File: src/rtl/segment_digit_renderer.sv
// segment_digit_renderer
// Streams one on/off bit per pixel for a row of seven-segment digits.
// Digit values and masks are latched once per frame so the picture never tears.
// Fixed two-stage pipeline: stage 1 locates the pixel inside a digit cell,
// stage 2 decodes the segment and applies blank and blink.
module segment_digit_renderer #(
  parameter int SCREEN_WIDTH  = 640,
  parameter int SCREEN_HEIGHT = 480,
  parameter int COORD_W       = 10,
  parameter int NUM_DIGITS    = 8,
  parameter int DIGIT_WIDTH   = SCREEN_WIDTH / (2 * NUM_DIGITS),
  parameter int DIGIT_HEIGHT  = 2 * DIGIT_WIDTH,
  parameter int THICK         = DIGIT_WIDTH / 10,
  parameter int ORIGIN_X      = DIGIT_WIDTH / 2,
  parameter int ORIGIN_Y      = (SCREEN_HEIGHT - DIGIT_HEIGHT) / 2,
  parameter int BLINK_FRAMES  = 30
) (
  input  logic                    clk,
  input  logic                    rst_n,
  input  logic                    frame_start,
  input  logic                    pixel_valid,
  input  logic [COORD_W-1:0]      pixel_x,
  input  logic [COORD_W-1:0]      pixel_y,
  input  logic [4*NUM_DIGITS-1:0] digits,
  input  logic [NUM_DIGITS-1:0]   blank_mask,
  input  logic [NUM_DIGITS-1:0]   blink_mask,
  output logic                    pixel_on,
  output logic                    pixel_on_valid
);

  localparam int PITCH = 2 * DIGIT_WIDTH;
  localparam int KW    = (NUM_DIGITS > 1) ? $clog2(NUM_DIGITS) : 1;
  localparam int FW    = (BLINK_FRAMES > 1) ? $clog2(BLINK_FRAMES) : 1;

  localparam logic [COORD_W-1:0] ORIGIN_X_C = COORD_W'(ORIGIN_X);
  localparam logic [COORD_W-1:0] ORIGIN_Y_C = COORD_W'(ORIGIN_Y);
  localparam logic [COORD_W-1:0] SPAN_C     = COORD_W'(PITCH * NUM_DIGITS);
  localparam logic [COORD_W-1:0] DW_C       = COORD_W'(DIGIT_WIDTH);
  localparam logic [COORD_W-1:0] DH_C       = COORD_W'(DIGIT_HEIGHT);
  localparam logic [COORD_W-1:0] THICK_C    = COORD_W'(THICK);
  localparam logic [COORD_W-1:0] BOT_C      = COORD_W'(DIGIT_HEIGHT - THICK);
  localparam logic [COORD_W-1:0] RIGHT_C    = COORD_W'(DIGIT_WIDTH - THICK);
  localparam logic [COORD_W-1:0] HALF_C     = COORD_W'(DIGIT_HEIGHT / 2);
  localparam logic [COORD_W-1:0] MID_LO_C   = COORD_W'(DIGIT_HEIGHT / 2 - THICK / 2);
  localparam logic [COORD_W-1:0] MID_HI_C   = COORD_W'(DIGIT_HEIGHT / 2 + THICK / 2);
  localparam logic [FW-1:0]      LAST_FR_C  = FW'(BLINK_FRAMES - 1);

  // Per-frame shadow copies of the display inputs and the blink state
  logic [4*NUM_DIGITS-1:0] digits_q, digits_d;
  logic [NUM_DIGITS-1:0]   blank_q, blank_d;
  logic [NUM_DIGITS-1:0]   blink_q, blink_d;
  logic [FW-1:0]           frame_cnt_q, frame_cnt_d;
  logic                    blink_phase_q, blink_phase_d;

  // Stage 1 registers
  logic                    s1_valid_q, s1_valid_d;
  logic                    s1_inside_q, s1_inside_d;
  logic [KW-1:0]           s1_k_q, s1_k_d;
  logic [COORD_W-1:0]      s1_lx_q, s1_lx_d;
  logic [COORD_W-1:0]      s1_ly_q, s1_ly_d;

  // Stage 2 (output) registers
  logic                    pixel_on_q, pixel_on_d;
  logic                    pixel_on_valid_q, pixel_on_valid_d;

  logic [COORD_W-1:0]      dx;
  logic [3:0]              cur_digit;
  logic [6:0]              seg_lit;
  logic [6:0]              seg_geom;

  // Latch display inputs on frame_start and advance the blink counter
  always_comb begin
    digits_d      = digits_q;
    blank_d       = blank_q;
    blink_d       = blink_q;
    frame_cnt_d   = frame_cnt_q;
    blink_phase_d = blink_phase_q;
    if (frame_start) begin
      digits_d = digits;
      blank_d  = blank_mask;
      blink_d  = blink_mask;
      if (frame_cnt_q == LAST_FR_C) begin
        frame_cnt_d   = '0;
        blink_phase_d = ~blink_phase_q;
      end else begin
        frame_cnt_d = frame_cnt_q + FW'(1);
      end
    end
  end

  // Stage 1: find the digit cell and the local coordinates inside it
  always_comb begin
    s1_valid_d = pixel_valid;
    dx         = pixel_x - ORIGIN_X_C;
    s1_k_d     = '0;
    s1_lx_d    = dx;
    for (int i = 1; i < NUM_DIGITS; i++) begin
      if (dx >= COORD_W'(i * PITCH)) begin
        s1_k_d  = KW'(i);
        s1_lx_d = dx - COORD_W'(i * PITCH);
      end
    end
    s1_ly_d     = pixel_y - ORIGIN_Y_C;
    s1_inside_d = pixel_valid && (pixel_x >= ORIGIN_X_C) && (dx < SPAN_C) &&
                  (s1_lx_d < DW_C) && (pixel_y >= ORIGIN_Y_C) && (s1_ly_d < DH_C);
  end

  // Stage 2: decode the digit, test segment geometry, apply blank and blink
  always_comb begin
    cur_digit = digits_q[4*s1_k_q +: 4];
    case (cur_digit)
      4'd0:    seg_lit = 7'b1111110;
      4'd1:    seg_lit = 7'b0110000;
      4'd2:    seg_lit = 7'b1101101;
      4'd3:    seg_lit = 7'b1111001;
      4'd4:    seg_lit = 7'b0110011;
      4'd5:    seg_lit = 7'b1011011;
      4'd6:    seg_lit = 7'b1011111;
      4'd7:    seg_lit = 7'b1110000;
      4'd8:    seg_lit = 7'b1111111;
      4'd9:    seg_lit = 7'b1111011;
      default: seg_lit = 7'b0000000;
    endcase
    seg_geom[6] = (s1_ly_q < THICK_C);
    seg_geom[5] = (s1_lx_q >= RIGHT_C) && (s1_ly_q < HALF_C);
    seg_geom[4] = (s1_lx_q >= RIGHT_C) && (s1_ly_q >= HALF_C);
    seg_geom[3] = (s1_ly_q >= BOT_C);
    seg_geom[2] = (s1_lx_q < THICK_C) && (s1_ly_q >= HALF_C);
    seg_geom[1] = (s1_lx_q < THICK_C) && (s1_ly_q < HALF_C);
    seg_geom[0] = (s1_ly_q >= MID_LO_C) && (s1_ly_q < MID_HI_C);
    pixel_on_valid_d = s1_valid_q;
    pixel_on_d = s1_valid_q && s1_inside_q && (|(seg_lit & seg_geom)) &&
                 !blank_q[s1_k_q] && !(blink_q[s1_k_q] && blink_phase_q);
  end

  // All state registers, cleared asynchronously
  always_ff @(posedge clk or negedge rst_n) begin
    if (!rst_n) begin
      digits_q         <= '1;
      blank_q          <= '0;
      blink_q          <= '0;
      frame_cnt_q      <= '0;
      blink_phase_q    <= 1'b0;
      s1_valid_q       <= 1'b0;
      s1_inside_q      <= 1'b0;
      s1_k_q           <= '0;
      s1_lx_q          <= '0;
      s1_ly_q          <= '0;
      pixel_on_q       <= 1'b0;
      pixel_on_valid_q <= 1'b0;
    end else begin
      digits_q         <= digits_d;
      blank_q          <= blank_d;
      blink_q          <= blink_d;
      frame_cnt_q      <= frame_cnt_d;
      blink_phase_q    <= blink_phase_d;
      s1_valid_q       <= s1_valid_d;
      s1_inside_q      <= s1_inside_d;
      s1_k_q           <= s1_k_d;
      s1_lx_q          <= s1_lx_d;
      s1_ly_q          <= s1_ly_d;
      pixel_on_q       <= pixel_on_d;
      pixel_on_valid_q <= pixel_on_valid_d;
    end
  end

  assign pixel_on       = pixel_on_q;
  assign pixel_on_valid = pixel_on_valid_q;

endmodule

File: config.mk
export PLATFORM = sky130hd
export DESIGN_NAME = segment_digit_renderer
export DESIGN_NICKNAME = d
export VERILOG_FILES = /design/src/rtl/segment_digit_renderer.sv
export SDC_FILE = /design/constraint.sdc
export NUM_CORES = 1
export LEC_CHECK = 0
export CAP_MARGIN = 10
export CORE_UTILIZATION = 40
export DETAILED_ROUTE_END_ITERATION = 7
export PLACE_DENSITY = 0.59
export SYNTH_ARGS = -nofsm -noshare
export SYNTH_HDL_FRONTEND = slang
export SYNTH_SLANG_ARGS = --single-unit
File: constraint.sdc
create_clock -name clk -period 3.47 [get_ports clk]
set_clock_uncertainty 0.2 [all_clocks]
set_input_delay 0.5205 -clock clk [delete_from_list [all_inputs] [get_ports clk]]
set_output_delay 0.5205 -clock clk [all_outputs]
set_load 0.01 [all_outputs]
==> results.md, run 1 <==
* Layout cell share with drive strength beyond 1 at 41.0%
* Maxcap violations at 0
* Combinational power share at 31.3%
* Synth Area per Inst at 11.0 um^2
* Final instance area at 0.00678 mm^2
* Die Wd at 112 um
* Worst hold path class: primary input to asynchronous set/reset pin
* IO Pins at 74
* Failing checks: DRC
* Final Cycle Share at 91.8%
* Net Sw Frac at 29.8%
* Cts hold-fix bufs at 0
* RSZ-0062 raised after global routing: no
* DRC viols at 2
* CP Launch Type: primary input
* Post-synth ARST share at 100%
* R2R Path End: pixel_on
* Final HPWL DP at 10,100 um
* Worst EP arrival at 3.20 ns
* Max Clk Rate at 314 MHz
* Die Area at 0.0125 mm^2
* Hold WS at 0.127 ns
* Setup crit end kind: flip-flop
* PortBufs at 72
* Sequential share of the synthesized area at 41.2%
* First-pass GRT wire length at 20,900 um
* Final hold vios at 0
* Clk sinks at 78
* Syn Nets at 535
* R2R setup slack at 0.41 ns
* CP required at 3.48 ns
* GRT Total Usage at 21.5%
* Cell Area, Placed at 0.00639 mm^2
* Routability cong. at 0.929
* H-tree levels at 3
* Worst-Skew Late Latency at 0.33 ns
* Critical path class: primary input to flip-flop
* Initial antenna violation count at 0
* Distinct cells, synth at 71
* R2R Path Start: s1_k_q[0]
* R2R cell count at 10
* Top FF cell, synth: dfrtp_1
* Leakage at 2.94 nW
* Final net count at 696
* Gate count of the mapped netlist at 441
* Warnings, synthesis at 0
* Slew @ Worst Pin at 0.943 ns
* Power Density at 424 mW/mm^2
* Row cnt at 39
* Final setup violation count at 0
* Worst Path Max Fanout at 5
* Vias in the first global route at 4,208
* Clock power frac at 29.1%
* Post-synth EDFFs at 0
* DRT antenna net count at 0
* Fin crit period at 3.19 ns
* Starting density of the core at 41.6%
* Relative slew slack at 37.2%
* Num CTS Buffers at 9
* Fillers at 1,000
* N_diodes at 0
* DRT Pass-1 Iters at 8
* Routed vias/inst at 5.33
* VDD IR max at 0.000244 V
* Reg power frac at 39.5%
* CTS root buffer: clkbuf_16
* P_sw at 0.000857 W
* Gr ovfl total at 0
* DR WL/cell at 17.0 um
* Final Max Tran Viols at 0
* CTS tree: built
* Syn-to-layout area delta at 40.3%
* Run status: complete, but fails checks
* #FFs+latches synth at 78
* Worst-path clk slew at 0.06 ns
* Mapped Area at 0.00483 mm^2
* Core ar. at 0.0116 mm^2
* Largest net degree at the start of global routing at 79
* Pint at 0.00202 W
* Starting DRT DRC Count at 243
* Total Routed Length at 12,800 um
* CTS max path bufs at 2
* Via count at 3,999
* Die Ht at 112 um
cell type report:
cell class / instances / area (um^2) / area share (%)
multi-input cells: 323 / 2790 / 41.1
clock buffers: 10 / 229 / 3.38
well taps: 143 / 179 / 2.64
flip-flops and latches: 78 / 1990 / 29.4
clock inverters: 6 / 37.5 / 0.554
inverters: 20 / 75.1 / 1.11
repair buffers: 170 / 1480 / 21.8
Yosys cell counts, types with 2 or more instances:
cell / count / area share [%]
nand2b_1: 6 / 0.78
a2111oi_4: 2 / 1.1
xnor2_1: 11 / 2.0
a21oi_1: 22 / 2.3
buf_1: 7 / 0.54
dfstp_2: 32 / 17
inv_1: 18 / 1.4
nand3_1: 10 / 1.0
xor2_1: 2 / 0.36
nand2_1: 33 / 2.6
a32oi_1: 2 / 0.36
a31oi_1: 6 / 0.78
dfrtp_1: 46 / 24
mux2i_1: 7 / 1.5
a211oi_1: 6 / 0.93
mux4_2: 12 / 5.6
o21ai_1: 6 / 0.62
o211ai_1: 2 / 0.31
nand3b_1: 2 / 0.31
o22ai_1: 4 / 0.52
o21ai_2: 3 / 0.54
mux2_2: 50 / 12
inv_2: 2 / 0.16
ha_1: 22 / 5.7
clkbuf_1: 4 / 0.31
o21a_1: 3 / 0.47
nor3_1: 6 / 0.62
buf_6: 2 / 0.47
o31ai_1: 3 / 0.47
o21ai_0: 22 / 2.3
a21o_1: 5 / 0.78
buf_2: 6 / 0.62
a41oi_1: 2 / 0.36
o211a_1: 2 / 0.41
nor4_1: 5 / 0.65
nor2_1: 19 / 1.5
or3_1: 7 / 0.91
and2_1: 3 / 0.39
nor2b_1: 2 / 0.26
and3_1: 3 / 0.39
a2111oi_0: 2 / 0.36
o2111ai_1: 3 / 0.54
worst max-delay path by stage:
stage / slack (ns) / to / cells after the start / startpoint
floorplan: 0.009 / s1_inside_q / 16 / pixel_x[3]
global placement: -0.44 / s1_inside_q / 16 / pixel_x[3]
detailed placement: -0.55 / s1_inside_q / 16 / pixel_x[3]
CTS: 0.002 / s1_inside_q / 15 / pixel_x[3]
global route: 0.10 / s1_inside_q / 17 / pixel_x[2]
finish: 0.28 / s1_inside_q / 17 / pixel_x[3]
registers in the layout, indices dropped and copies added, names as in the netlist, 3 cells and up:
name	flops
digits_q	32
s1_k_q	3
blank_q	8
frame_cnt_q	5
s1_ly_q	9
blink_q	8
s1_lx_q	8
cell families (layout without fill, tap and decap cells):
family | after synthesis | after routing | share of synthesized area (%)
AO/OA/AOI/OAI | 107 | 107 | 15.6
XOR/XNOR | 14 | 14 | 2.69
adder cells (fa/ha/maj) | 22 | 22 | 5.70
buffers and inverters | 40 | 206 | 3.65
flip-flops | 78 | 78 | 41.2
multiplexers | 69 | 69 | 18.7
AND/OR/NAND/NOR | 111 | 111 | 12.4
power by group through the flow:
stage | clock network [W] | logic [W] | registers [W]
2_1_floorplan | 0 | 0.000521 | 0.00112
3_3_place_gp | 0 | 0.000862 | 0.00115
3_5_place_dp | 0 | 0.000872 | 0.00115
4_1_cts | 0.000854 | 0.000886 | 0.00114
5_1_grt | 0.000891 | 0.000989 | 0.00115
6_report | 0.000838 | 0.000900 | 0.00114
layout by cell type, fill, tap and decap left out, types with 4 or more instances in the layout:
master,n
clkdlybuf4s50_1,64
buf_4,98
nor4_1,4
dfstp_2,32
mux4_2,12
nand2_1,33
a21o_1,5
nor3_1,6
a31oi_1,6
or3_1,5
ha_1,21
o21ai_1,6
dlymetal6s2s_1,6
clkbuf_16,9
clkinv_2,4
inv_1,16
inv_2,4
mux2_2,50
dfrtp_1,46
mux2i_1,7
nand2b_1,6
o21ai_0,20
a211oi_1,5
nor2_1,18
nand3_1,10
a21oi_1,20
xnor2_1,9
o21ai_2,4
per-stage QoR:
| stage | setup slack (ns) | setup TNS [ns] | cells | utilization (%) | power [W] |
|---|---|---|---|---|---|
| floorplan | 0.00949 | 0 | 441 | - | 0.00164 |
| global placement | -0.445 | -1.29 | 730 | 55.0 | 0.00201 |
| detailed placement | -0.549 | -1.73 | 730 | 55.0 | 0.00202 |
| CTS | 0.00196 | 0 | 747 | 57.6 | 0.00288 |
| global route | 0.102 | 0 | 750 | 58.3 | 0.00303 |
| finish | 0.283 | 0 | 750 | 58.3 | 0.00287 |
worst max-delay path: stages:
cell and delay [ns]:
dlymetal6s2s_1 0.14, inv_2 0.08, ha_4 0.15, nor2b_4 0.04
or3_4 0.36, nand2_8 0.09, inv_2 0.04, ha_1 0.19
nor4bb_4 0.16, a2111oi_4 0.33, buf_4 0.19, nor2_1 0.04
a211oi_1 0.20, o21ai_1 0.10, a211oi_2 0.25, o21ai_1 0.11
and4bb_1 0.20
timing repair:
item | CTS | global route
setup endpoints to repair | 2 | 2
pin swaps | 2 | 9
resized for setup | 4 | 18
setup buffers | 1 | 3
layer usage:
layer,share of wire (%),wire [um],vias to the layer above,GRT usage [%]
met5,0,0,-,0
met4,1.1,138,0,5.59
met3,3.4,437,12,3.32
met2,49,6280,76,36.8
met1,46,5910,1951,28.4
li1,-,-,1960,-
(Power assumes the default switching activity.)
==> inputs of run 2 (changes only) <==
--- a/config.mk
+++ b/config.mk
@@ -9,6 +9,7 @@
 export CORE_UTILIZATION = 40
 export DETAILED_ROUTE_END_ITERATION = 7
 export PLACE_DENSITY = 0.59
+export RECOVER_POWER = 100
 export SYNTH_ARGS = -nofsm -noshare
 export SYNTH_HDL_FRONTEND = slang
 export SYNTH_SLANG_ARGS = --single-unit
==> run 2 against run 1 <==
The run ends with DRC, capacitance limit, slew limit left; clock power is essentially flat; hold slack improved by 0.068 ns; combinational power fell by 0.4%; die area unchanged; sequential cell count unchanged; largest power group unchanged; sequential share of layout area up 0.082 points; register-to-register slack about the same; worst setup slack worse by 0.040 ns; critical path depth down 3.
==> results.md, run 2 (synthesis gave the netlist of run 1 again) <==
* Critical path class: primary input to flip-flop
* Final net count at 696 (unchanged)
* Cell Chain, Critical Path: dlymetal6s2s_1 > buf_4 > or3_1 > o211a_1 > buf_4 > ha_1 > nand2_1 > nand4_1 > o21ai_0 > nor2_1 > a41oi_1 > o22ai_2 > a221o_1 > and4bb_1
* Die Ht at 112 um (unchanged)
* Crit path max-delay cell type: or3_1
* Largest net degree at the start of global routing at 79 (unchanged)
* PortBufs at 72 (unchanged)
* N_diodes at 0 (unchanged)
* Dpl cells at 730 (unchanged)
* CP Launch Type: primary input
* Most frequent cell on the critical path: buf_4
* Initial antenna violation count at 0 (unchanged)
* Highest metal used: met4
* CTS tree: built
* Layout cell share with drive strength beyond 1 at 40.4% (-0.66 points)
* Maxcap violations at 1 (+1)
* Total Routed Length at 12,800 um (about the same)
* RSZ-0062 raised after global routing: no
* Met3 wire length at 554 um (+27%)
* Slew @ Worst Pin at 1.86 ns (+0.914 ns)
* DRT antenna net count at 0 (unchanged)
* Die Area at 0.0125 mm^2 (unchanged)
* Final Cycle Share at 93.0% (+1.2 points)
* Vias in the first global route at 4,208 (unchanged)
* Run status: complete, but fails checks
* Crit-path leading delay family: compound AO/OA/AOI/OAI gates
* H-tree levels at 3 (unchanged)
* Max reg flops at 32 (unchanged)
* Worst hold path class: flip-flop to flip-flop
* Worst-Skew Late Latency at 0.33 ns (about the same)
* DRT met1 WL at 5790 um (-2.1%)
* Area occupied by registers at 0.00199 mm^2 (unchanged)
* GRT Total Usage at 21.5% (unchanged)
* Syn-to-layout area delta at 39.9%
* Starting density of the core at 41.6% (unchanged)
* Multi-input gate area at 0.00277 mm^2 (-0.49%)
* Fillers at 1,005 (+0.50%)
* Worst EP arrival at 3.29 ns (+0.09 ns)
* Routability cong. at 0.929 (unchanged)
* CP required at 3.53 ns (+0.05 ns)
* Relative slew slack at -23.7% (-61 points)
* Failing checks: DRC, capacitance limit, slew limit
* Final non-filler cell total at 750 (unchanged)
* Starting DRT DRC Count at 251 (+3.3%)
* Max Clk Rate at 310 MHz (-1.2%)
* Met2 WL post-DR at 6250 um (-0.37%)
* Final HPWL DP at 10,100 um (unchanged)
* Num CTS Buffers at 9 (unchanged)
* Final hold vios at 0 (unchanged)
* Fin crit period at 3.23 ns (+0.0400 ns)
* VDD IR max at 0.000244 V (about the same)
* DR WL/cell at 17.0 um (about the same)
* DRT Pass-1 Iters at 6 (-2)
* Cts hold-fix bufs at 0 (unchanged)
* Gr ovfl total at 0 (unchanged)
* Final Max Tran Viols at 79 (+79)
* Core ar. at 0.0116 mm^2 (unchanged)
* CTS root buffer: clkbuf_16
* Worst-path clk slew at 0.06 ns (about the same)
* Register name with the most flops: digits_q
* Power Density at 425 mW/mm^2 (+0.17%)
* Leakage at 2.95 nW (about the same)
* Crit path largest cell delay at 0.34 ns (-0.02 ns)
* Crit path buffers/inverters at 3 (-1)
* Total chip power at 0.00287 W (-0.11%)
* Row cnt at 39 (unchanged)
* Final setup violation count at 0 (unchanged)
* Clk sinks at 78 (unchanged)
* Routed vias/inst at 5.34 (+0.20%)
* Via count at 4,007 (+0.20%)
* CTS max path bufs at 2 (unchanged)
* Setup crit end kind: flip-flop
* Die Wd at 112 um (unchanged)
* Regs by FF count: digits_q (32), s1_ly_q (9)
* Commonest non-fill, non-tap cell in the layout: buf_4
* Most frequent cells in the layout: buf_4, clkdlybuf4s50_1, mux2_2
* First-pass GRT wire length at 20,900 um (unchanged)
* Worst Path Max Fanout at 6 (+1)
* DRC viols at 2 (unchanged)
* IO Pins at 74 (unchanged)
==> run 2: changes by cell type in the layout (fill, tap and decap cells not counted), sizes merged <==
| cell | change |
|---|---|
| buf | -3 |
| dlygate4sd3 | +6 |
| clkdlybuf4s50 | -6 |
| clkbuf | +3 |
==> run 2: per-layer routing <==
metal  GRT usage, %  vias to the layer above
met1           28.4                     1945
met4           5.59                        0
met3           3.32                       16
met2           36.8                       83
li1               -                     1963
met5              0                        -
==> run 2: cell type report <==
| class | instances | share of cell area, % |
|---|---|---|
| inverters | 20 | 1.11 |
| well taps | 143 | 2.65 |
| repair buffers | 170 | 21.8 |
| multi-input cells | 323 | 41.0 |
| clock buffers | 10 | 3.39 |
| flip-flops and latches | 78 | 29.5 |
| clock inverters | 6 | 0.555 |
==> run 2: stage by stage <==
step / worst slack (ns) / util, % / area [um^2] / TNS [ns] / hold WS (ns)
2_1_floorplan: 0.00949 / - / 4890 / 0 / 0.0249
3_3_place_gp: -0.445 / 55.0 / 6390 / -1.29 / 0.184
3_5_place_dp: -0.549 / 55.0 / 6390 / -1.73 / 0.191
4_1_cts: 0.00196 / 57.6 / 6690 / 0 / 0.168
5_1_grt: 0.0589 / 58.2 / 6760 / 0 / 0.210
6_report: 0.243 / 58.2 / 6760 / 0 / 0.195
==> run 2: power by group <==
part,switching [W],total (W),internal [W]
Sequential,0.0000827,0.00114,0.00105
Clock,0.000356,0.000838,0.000482
Combinational,0.000417,0.000896,0.000480
==> run 2: timing repair <==
item,4_1_cts,5_1_grt
resized for setup,4,18
gates cloned,0,0
endpoints found under the setup margin,2,2
pin swaps,2,9
endpoints found under the hold margin,0,0
setup buffers,1,3
==> run 2: path summary, 6_finish.rpt <==
| path | startpoint | endpoint | depth (start not counted) | slack (ns) |
|---|---|---|---|---|
| worst min-delay path | pixel_on_valid_d | pixel_on_valid | 0 | 0.20 |
| worst max-delay path | pixel_x[5] | s1_inside_q | 14 | 0.24 |
| max in group asynchronous | rst_n | s1_lx_q[7] | 1 | 1.47 |
| min in group asynchronous | rst_n | blink_q[5] | 1 | 0.49 |
| worst max register to register | s1_k_q[0] | pixel_on | 10 | 0.41 |
| worst min register to register | pixel_on_valid_d | pixel_on_valid | 0 | 0.20 |
